**src/rtl/nco_pkg.sv**
```systemverilog
// Shared definitions for the NCO and its sweep controller: state encoding and
// default widths, so the phase accumulator and the controller stay consistent.
package nco_pkg;

  typedef enum logic [1:0] {
    ST_IDLE = 2'd0,
    ST_RUN  = 2'd1,
    ST_DONE = 2'd2
  } state_t;

  localparam int NCO_INC_W   = 2;
  localparam int NCO_DWELL_W = 8;

endpackage

```
**src/rtl/nco_sweep_ctrl_if.sv**
```systemverilog
// Control/config bundle between the configuration logic (master) and the
// sweep controller (slave), plus the NCO drive outputs and FSM debug state.
interface nco_sweep_ctrl_if #(
  parameter int INC_W   = nco_pkg::NCO_INC_W,
  parameter int DWELL_W = nco_pkg::NCO_DWELL_W
);
  import nco_pkg::*;

  // start is a request taken only while the controller is IDLE; busy high
  // means a start will be ignored. abort is honoured in every state.
  logic               start;
  logic               abort;
  logic [INC_W-1:0]   cfg_inc_start;
  logic [INC_W-1:0]   cfg_inc_stop;
  logic [INC_W-1:0]   cfg_step;
  logic [DWELL_W-1:0] cfg_dwell;
  logic               cfg_loop;
  logic [INC_W-1:0]   nco_inc;
  logic               nco_en;
  logic               busy;
  logic               done;
  state_t             state_dbg;

  modport master (
    output start, abort, cfg_inc_start, cfg_inc_stop, cfg_step, cfg_dwell, cfg_loop,
    input  nco_inc, nco_en, busy, done, state_dbg
  );

  modport slave (
    input  start, abort, cfg_inc_start, cfg_inc_stop, cfg_step, cfg_dwell, cfg_loop,
    output nco_inc, nco_en, busy, done, state_dbg
  );

endinterface

```
**src/rtl/nco_sweep_ctrl_dwell_timer.sv**
```systemverilog
// Loadable down-counter with a zero flag; times how long each increment is held.
module dwell_timer #(
  parameter int W = 8
) (
  input  logic         clk,
  input  logic         rst,
  input  logic         clr,
  input  logic         load,
  input  logic [W-1:0] load_val,
  input  logic         dec,
  output logic         zero
);

  logic [W-1:0] cnt_q;

  always_ff @(posedge clk or posedge rst) begin
    if (rst) begin
      cnt_q <= '0;
    end else if (clr) begin
      cnt_q <= '0;
    end else if (load) begin
      cnt_q <= load_val;
    end else if (dec && (cnt_q != '0)) begin
      cnt_q <= cnt_q - W'(1);
    end
  end

  assign zero = (cnt_q == '0);

endmodule

```
**src/rtl/nco_sweep_ctrl.sv**
```systemverilog
// Steps the NCO phase increment from a start to a stop value with a per-value
// dwell, optional looping, and a one-cycle done pulse on completion.
module nco_sweep_ctrl
  import nco_pkg::*;
#(
  parameter int INC_W   = NCO_INC_W,
  parameter int DWELL_W = NCO_DWELL_W
) (
  input logic             clk,
  input logic             rst,
  nco_sweep_ctrl_if.slave sif
);

  localparam logic [INC_W-1:0] STEP_ONE = INC_W'(1);

  state_t             state_q, state_d;
  logic [INC_W-1:0]   inc_q, inc_d;
  logic               en_q, en_d;
  logic               busy_q, busy_d;
  logic               done_q, done_d;

  logic [INC_W-1:0]   start_q, stop_q, step_q;
  logic [DWELL_W-1:0] dwell_q;
  logic               loop_q, up_q;
  logic               latch_cfg;

  logic               tmr_clr, tmr_load, tmr_dec, tmr_zero;
  logic [DWELL_W-1:0] tmr_load_val;

  logic [INC_W:0]     sum_ext, dif_ext;
  logic [INC_W-1:0]   step_val;

  dwell_timer #(.W(DWELL_W)) u_dwell (
    .clk      (clk),
    .rst      (rst),
    .clr      (tmr_clr),
    .load     (tmr_load),
    .load_val (tmr_load_val),
    .dec      (tmr_dec),
    .zero     (tmr_zero)
  );

  // Extra carry/borrow bit detects wrap of the INC_W range; both wrap and
  // overshoot clamp to the stop value.
  assign sum_ext = {1'b0, inc_q} + {1'b0, step_q};
  assign dif_ext = {1'b0, inc_q} - {1'b0, step_q};

  always_comb begin
    step_val = stop_q;
    if (up_q) begin
      if (!sum_ext[INC_W] && (sum_ext[INC_W-1:0] <= stop_q)) step_val = sum_ext[INC_W-1:0];
    end else begin
      if (!dif_ext[INC_W] && (dif_ext[INC_W-1:0] >= stop_q)) step_val = dif_ext[INC_W-1:0];
    end
  end

  always_comb begin
    state_d      = state_q;
    inc_d        = inc_q;
    en_d         = en_q;
    busy_d       = busy_q;
    done_d       = 1'b0;
    latch_cfg    = 1'b0;
    tmr_clr      = 1'b0;
    tmr_load     = 1'b0;
    tmr_dec      = 1'b0;
    tmr_load_val = dwell_q;
    case (state_q)
      ST_IDLE: begin
        inc_d  = '0;
        en_d   = 1'b0;
        busy_d = 1'b0;
        if (sif.start && !sif.abort) begin
          latch_cfg    = 1'b1;
          state_d      = ST_RUN;
          inc_d        = sif.cfg_inc_start;
          en_d         = 1'b1;
          busy_d       = 1'b1;
          tmr_load     = 1'b1;
          tmr_load_val = sif.cfg_dwell;
        end
      end
      ST_RUN: begin
        if (sif.abort) begin
          state_d = ST_IDLE;
          inc_d   = '0;
          en_d    = 1'b0;
          busy_d  = 1'b0;
          tmr_clr = 1'b1;
        end else if (!tmr_zero) begin
          tmr_dec = 1'b1;
        end else if (inc_q != stop_q) begin
          inc_d    = step_val;
          tmr_load = 1'b1;
        end else if (loop_q) begin
          inc_d    = start_q;
          tmr_load = 1'b1;
        end else begin
          state_d = ST_DONE;
          inc_d   = '0;
          en_d    = 1'b0;
          busy_d  = 1'b1;
          done_d  = 1'b1;
          tmr_clr = 1'b1;
        end
      end
      default: begin
        state_d = ST_IDLE;
        inc_d   = '0;
        en_d    = 1'b0;
        busy_d  = 1'b0;
        tmr_clr = 1'b1;
      end
    endcase
  end

  always_ff @(posedge clk or posedge rst) begin
    if (rst) begin
      state_q <= ST_IDLE;
      inc_q   <= '0;
      en_q    <= 1'b0;
      busy_q  <= 1'b0;
      done_q  <= 1'b0;
    end else begin
      state_q <= state_d;
      inc_q   <= inc_d;
      en_q    <= en_d;
      busy_q  <= busy_d;
      done_q  <= done_d;
    end
  end

  always_ff @(posedge clk or posedge rst) begin
    if (rst) begin
      start_q <= '0;
      stop_q  <= '0;
      step_q  <= STEP_ONE;
      dwell_q <= '0;
      loop_q  <= 1'b0;
      up_q    <= 1'b1;
    end else if (latch_cfg) begin
      start_q <= sif.cfg_inc_start;
      stop_q  <= sif.cfg_inc_stop;
      step_q  <= (sif.cfg_step == '0) ? STEP_ONE : sif.cfg_step;
      dwell_q <= sif.cfg_dwell;
      loop_q  <= sif.cfg_loop;
      up_q    <= (sif.cfg_inc_stop >= sif.cfg_inc_start);
    end
  end

  assign sif.nco_inc   = inc_q;
  assign sif.nco_en    = en_q;
  assign sif.busy      = busy_q;
  assign sif.done      = done_q;
  assign sif.state_dbg = state_q;

endmodule

```
**src/flat_wrapper.sv**
```systemverilog
// flat-port wrapper written by rule: the top's interface ports become plain ports
module nco_sweep_ctrl_flat import nco_pkg::*;
#(
  parameter int INC_W   = NCO_INC_W,
  parameter int DWELL_W = NCO_DWELL_W
)
  (clk, rst, sif_start, sif_abort, sif_cfg_inc_start, sif_cfg_inc_stop, sif_cfg_step, sif_cfg_dwell, sif_cfg_loop, sif_nco_inc, sif_nco_en, sif_busy, sif_done, sif_state_dbg);
  nco_sweep_ctrl_if #(.INC_W(INC_W), .DWELL_W(DWELL_W)) sif_i ();
  input logic clk;
  input logic rst;
  input wire logic [$bits(sif_i.start)-1:0] sif_start;
  input wire logic [$bits(sif_i.abort)-1:0] sif_abort;
  input wire logic [$bits(sif_i.cfg_inc_start)-1:0] sif_cfg_inc_start;
  input wire logic [$bits(sif_i.cfg_inc_stop)-1:0] sif_cfg_inc_stop;
  input wire logic [$bits(sif_i.cfg_step)-1:0] sif_cfg_step;
  input wire logic [$bits(sif_i.cfg_dwell)-1:0] sif_cfg_dwell;
  input wire logic [$bits(sif_i.cfg_loop)-1:0] sif_cfg_loop;
  output wire logic [$bits(sif_i.nco_inc)-1:0] sif_nco_inc;
  output wire logic [$bits(sif_i.nco_en)-1:0] sif_nco_en;
  output wire logic [$bits(sif_i.busy)-1:0] sif_busy;
  output wire logic [$bits(sif_i.done)-1:0] sif_done;
  output wire logic [$bits(sif_i.state_dbg)-1:0] sif_state_dbg;
  assign sif_i.start = sif_start;
  assign sif_i.abort = sif_abort;
  assign sif_i.cfg_inc_start = sif_cfg_inc_start;
  assign sif_i.cfg_inc_stop = sif_cfg_inc_stop;
  assign sif_i.cfg_step = sif_cfg_step;
  assign sif_i.cfg_dwell = sif_cfg_dwell;
  assign sif_i.cfg_loop = sif_cfg_loop;
  assign sif_nco_inc = sif_i.nco_inc;
  assign sif_nco_en = sif_i.nco_en;
  assign sif_busy = sif_i.busy;
  assign sif_done = sif_i.done;
  assign sif_state_dbg = sif_i.state_dbg;
  nco_sweep_ctrl #(.INC_W(INC_W), .DWELL_W(DWELL_W)) u_core (.clk(clk), .rst(rst), .sif(sif_i));
endmodule
```
**config.mk**
```make
export PLATFORM = sky130hd
export DESIGN_NAME = nco_sweep_ctrl_flat
export DESIGN_NICKNAME = d
export VERILOG_FILES = /design/src/rtl/nco_pkg.sv /design/src/rtl/nco_sweep_ctrl_if.sv /design/src/rtl/nco_sweep_ctrl_dwell_timer.sv /design/src/rtl/nco_sweep_ctrl.sv /design/src/flat_wrapper.sv
export SDC_FILE = /design/constraint.sdc
export NUM_CORES = 1
export LEC_CHECK = 0
export ABC_AREA = 1
export ABC_CLOCK_PERIOD_IN_PS = 2500
export CAP_MARGIN = 20
export CORE_UTILIZATION = 54
export DETAILED_ROUTE_END_ITERATION = 16
export PLACE_DENSITY = 0.83
export SYNTH_ARGS = -nofsm -noshare
export SYNTH_HDL_FRONTEND = slang
export SYNTH_SLANG_ARGS = --single-unit
```
**constraint.sdc**
```tcl
create_clock -name clk -period 2.5 [get_ports clk]
set_clock_uncertainty 0.05 [all_clocks]
set_input_delay 0.375 -clock clk [delete_from_list [all_inputs] [get_ports clk]]
set_output_delay 0.375 -clock clk [all_outputs]
set_load 0.005 [all_outputs]
```
Yosys cells after proc, flatten, opt, wreduce, memory -nomap -nowiden

Cells that the tools add are included.

Register bits after elaboration: 31
Output and inout port bits: 7

Add/subtract/negate cells: 3
$lt $le $gt $ge: 3
Equal/unequal tests: 6
Muxes and demuxes: 48
Reductions and logical operators: 14

Operator list:

| operator                                             | count |
|---|---|
| two-way mux 8 bit                                    | 5 |
| two-way mux 2 bit                                    | 14 |
| two-way mux 1 bit                                    | 23 |
| logical NOT 8 bit                                    | 1 |
| case mux 1 bit (2 select lines)                      | 4 |
| case mux 2 bit (2 select lines)                      | 2 |
| nonzero test 8 bit                                   | 1 |
| subtractor 8 x 1 -> 8 bit (second input constant)    | 1 |
| != test 3 bit (second input constant)                | 2 |
| >= comparator 2 bit                                  | 2 |
| logical AND 1 bit                                    | 4 |
| logical NOT 2 bit                                    | 2 |
| AND reduction 4 bit                                  | 1 |
| adder 2 x 2 -> 3 bit                                 | 1 |
| logical NOT 1 bit                                    | 3 |
| != test 3 x 2 -> 1 bit (second input constant)       | 1 |
| AND reduction 3 bit                                  | 1 |
| nonzero test 3 bit                                   | 1 |
| subtractor 2 x 2 -> 3 bit                            | 1 |
| equality test 2 x 1 -> 1 bit (second input constant) | 1 |
| less-or-equal comparator 2 bit                       | 1 |
| != test 2 x 1 -> 1 bit (second input constant)       | 1 |
| != test 2 bit                                        | 1 |

Logic depth before layout (Yosys ltp)

Depth in word-level cells: 9
Depth in mapped cells: 17

Modules after synthesis

A second synthesis with hierarchy kept.

Cells, all modules: 262
Area total of the unflattened synthesis: 1908.1 um2

Modules (own cells, without submodules):

| module         | times used | cells an instance | area each (um2) | seq. area each (um2) |
|---|---|---|---|---|
| nco_sweep_ctrl | 1          | 170               | 1321.3          | 578.1 |
| dwell_timer    | 1          | 92                | 586.8           | 200.2 |

Least setup slack after synthesis

Ideal clock, no wire load.

Kind: register -> register
Start point: register u_core.step_q[0]
End point: register u_core.inc_q[0], in the netlist u_core.sif.nco_inc[0]
Setup time: 0.117 ns
Arrival: 2.085 ns
Required time: 2.333 ns
Path slack: 0.248 ns
Cell stages (with the launch flop): 18
Cell sequence: dfstp_2 > ha_1 > inv_1 > fa_1 > inv_1 > ha_1 > nand2_1 > nand2_1 > nand2_1 > nand2_1 > nand2_1 > nand3_1 > nand2_1 > nand2_1 > nand2_1 > nand2_1 > nand2_1 > nand2_1

Word-level cells in the longest chain between the ends: 9

Ends and longest elaborated chain:

| what                                                              | line                                       | RTL |
|---|---|---|
| from (decl)                                                       | nco_sweep_ctrl.sv:22                       | `logic [INC_W-1:0] start_q, stop_q, step_q;` |
| from (signal assigned)                                            | nco_sweep_ctrl.sv:144                      | `step_q <= (sif.cfg_step == '0) ? STEP_ONE : sif.cfg_step;` |
| subtractor 2 x 2 -> 3 bit or adder 2 x 2 -> 3 bit (tied branches) | nco_sweep_ctrl.sv:46, nco_sweep_ctrl.sv:45 |  |
| >= comparator 2 bit (tied with other cells)                       | nco_sweep_ctrl.sv:53                       | `if (!dif_ext[INC_W] && (dif_ext[INC_W-1:0] >= stop_q)) step_val = dif_ext[INC_W-1:0];` |
| logical AND 1 bit (on tied branches)                              | nco_sweep_ctrl.sv:53, nco_sweep_ctrl.sv:51 |  |
| two-way mux 2 bit (on tied branches)                              | nco_sweep_ctrl.sv:53, nco_sweep_ctrl.sv:51 |  |
| two-way mux 2 bit *                                               | nco_sweep_ctrl.sv:50                       | `if (up_q) begin` |
| two-way mux 2 bit *                                               | nco_sweep_ctrl.sv:92                       | `end else if (inc_q != stop_q) begin` |
| two-way mux 2 bit *                                               | nco_sweep_ctrl.sv:90                       | `end else if (!tmr_zero) begin` |
| two-way mux 2 bit *                                               | nco_sweep_ctrl.sv:84                       | `if (sif.abort) begin` |
| case mux 2 bit (2 select lines) *                                 | nco_sweep_ctrl.sv:68                       | `case (state_q)` |
| to (signal assigned)                                              | nco_sweep_ctrl.sv:126                      | `inc_q <= inc_d;` |
| to (decl)                                                         | nco_sweep_ctrl.sv:17                       | `logic [INC_W-1:0] inc_q, inc_d;` |

Mark *: on every way between the ends. The rest lies on a longest branch, timed or not. The select of a mux whose other input is x is not followed.
A chain may end at the register's enable or synchronous reset.

Final worst setup path

Same ends and word-level chain as after synthesis.

==> results.toml <==
[logic_synthesis]
synth_area_leaders = "dfrtp_1, nand2_1, nand3_1"
synth_cell_type_count = 28
synth_common_cells = "nand2_1, inv_1, nand3_1"
synthArstFlopShare = 1.00
synth_edf_count = 0
yosysWarnings = 0
synth.avg_cell_area_um2 = 8.02
synth_area_um2 = 1840
ys_ff_latch = 31
yosysMostFrequentCell = "nand2_1"
syn-num-nets = 261
yosysSeqAreaShare = 0.422
yosys_most_used_dff = "dfrtp_1"
synth.top_cell.area_share = 0.393
synth_area_leader_cell = "dfrtp_1"
netlist_instances = 230

[run_status]
status = "complete, no violations"

[detailed_routing]
vias = 1568
drc = 0
routed.top_layer = "met4"
drt-met1-wl_mm = 1.77
viasPerCell = 5.12
postRouteAntennaNets = 0
avgRoutedWirePerCell_um = 12.3
wl_met2_mm = 1.82
drt_pass1_iterations = 4
first_iter_violations = 105
wl_mm = 3.78
met3WireLength_um = 139

[floorplanning]
die-width_um = 60.4
die_area_um2 = 3650
die_y_um = 60.4
core_area_um2 = 3150
rows = 20
start_util = 0.585
pin_count = 26

[worst_hold_path]
min_path_type = "in2async"

[timing]
period_share = 0.945
fin_hold_ws_ps = 362
setup_viol = 0
finalHoldViolCount = 0
slew_viol_final = 0
max_freq_ghz = 0.423
fin_crit_ps = 2360
fin_ws_ps = 137
worst_pin_slew_ps = 376
slew_headroom = 0.749

[clock_network]
clock-root-buffer = "clkbuf_4"
path_clk_slew_ps = 100
cts_sinks = 31
clock_latency_ps = 330
clk_path_buf_depth = 2
tritoncts = "yes"
cts_made_buffers = 5
htree_levels = 2

[critical_path]
crit_arrival_ps = 2540
start_kind = "register"
critPathRequiredTime_ps = 2680
path_class = "reg2reg"
end_kind = "register"
path_max_fanout = 3

[placement]
place_ws_ps = 132
numPortBuffers = 25
place_area_um2 = 2150
gp_congestion = 0.825
hpwl_mm = 2.70
dpl.cell_count = 298

[pwr]
swShare = 0.442
combPwrFrac = 0.584
p_leak_nw = 1.10
power_density_nw_per_um2 = 1250
p_sw_mw = 1.23
clkPwrFrac = 0.107
seqPwrFrac = 0.309
p_int_mw = 1.56
total_power_mw = 2.79
worst_ir_drop_vdd_mv = 0.653

[cells_and_area]
syn_to_final_growth_pct = 21.6
final_layout_size_suffix_gt1_frac = 0.134
multi_input_area_um2 = 937
fill_cells = 274
final_cells = 306
register_area_um2 = 779
finalNetCount = 293
finalInstanceArea_um2 = 2240
insertedDiodeCount = 0

[global_routing]
grt_pass1_vias = 1394
grt_first_pass_wirelength_mm = 6.23
grt_usage = 0.237
grt_max_degree = 32
grt_antenna_before_repair = 0
overflow = 0

[job]
drv_cap = 0
## critical path: stages (launching register included)
cell and delay [ps]:
dfstp_2 550, ha_1 130, inv_1 40, fa_1 470, inv_1 70, ha_4 270, nand2_1 50, nand2_1 70
nand2_2 60, nand3_1 80, nand3_1 100, nand2_1 70, nand2_1 50, nand2_1 50, nand2_1 40, nand2_1 50
nand2_1 60
## placed cells by master (no fill, tap or decap), drive strengths merged
master,count
nor2,10
a22oi,1
inv,37
dfstp,2
clkbuf,6
xor2,4
or2,9
dfrtp,29
a21oi,2
clkinv,2
nand2,61
ha,10
xnor2,3
o22a,1
nand3,32
o21ai,20
nand4,1
nor3,2
buf,3
clkdlybuf4s50,25
fa,2
## through the flow
step | TNS [ps] | utilization
floorplan | 0 | -
global placement | 0 | 0.681
detailed placement | 0 | 0.681
CTS | 0 | 0.699
global route | -2.53 | 0.712
finish | 0 | 0.712
## per-layer routing
layer  track usage  up-vias
li1              -      790
met1         0.323      732
met2         0.378       38
met3        0.0554        8
met4        0.0779        0
met5             0        -
## final cells by class
type	count	area share
Multi-Input combinational cell	158	0.418
Sequential cell	31	0.347
Timing Repair Buffer	28	0.122
Inverter	38	0.0636
Tap cell	44	0.0245
Clock buffer	6	0.0229
Clock inverter	1	0.00223
## kinds of logic (layout without fill, tap and decap cells)
family,after synthesis,count (layout),share of synthesized area
flip-flops,31,31,0.422
AO/OA/AOI/OAI,24,24,0.0685
buffers and inverters,41,73,0.0862
adder cells (fa/ha/maj),12,12,0.0896
XOR/XNOR,7,7,0.0332
AND/OR/NAND/NOR,115,115,0.301
## state kept, by name, summed over array words and instances (netlist names)
register and cells:
u_core.dwell_q 8, u_core.loop_q 1, u_core.sif.busy 1, u_core.sif.done 1
u_core.sif.nco_en 1, u_core.sif.nco_inc 2, u_core.sif.state_dbg 2, u_core.start_q 2
u_core.step_q 2, u_core.stop_q 2, u_core.u_dwell.cnt_q 8, u_core.up_q 1
## power by group through the flow
stage          clock, mW  sequential (mW)  combinational, mW
2_1_floorplan          0            0.840               1.19
3_3_place_gp           0            0.859               1.46
3_5_place_dp           0            0.865               1.52
4_1_cts            0.305            0.858               1.52
5_1_grt            0.325            0.884               1.87
6_report           0.300            0.862               1.63
## repair_timing
item                                    CTS  global route
hold buffers                              0             0
setup buffers                             0             1
endpoints found under the setup margin    0             2
resized for setup                         0             5
## final timing paths
check	startpoint	end	slack, ps	cells past startpoint
worst min register to register	u_core.sif.nco_en	u_core.sif.nco_en	440	2
worst max register to register	u_core.step_q[0]	u_core.sif.nco_inc[0]	140	16
worst max-delay path	u_core.step_q[0]	u_core.sif.nco_inc[0]	140	16
min in group clk	u_core.sif.nco_en	u_core.sif.nco_en	440	2
worst min-delay path	rst	u_core.dwell_q[4]	360	3
max in group asynchronous	rst	u_core.up_q	1730	3
Power figures use the tool's default switching activity.
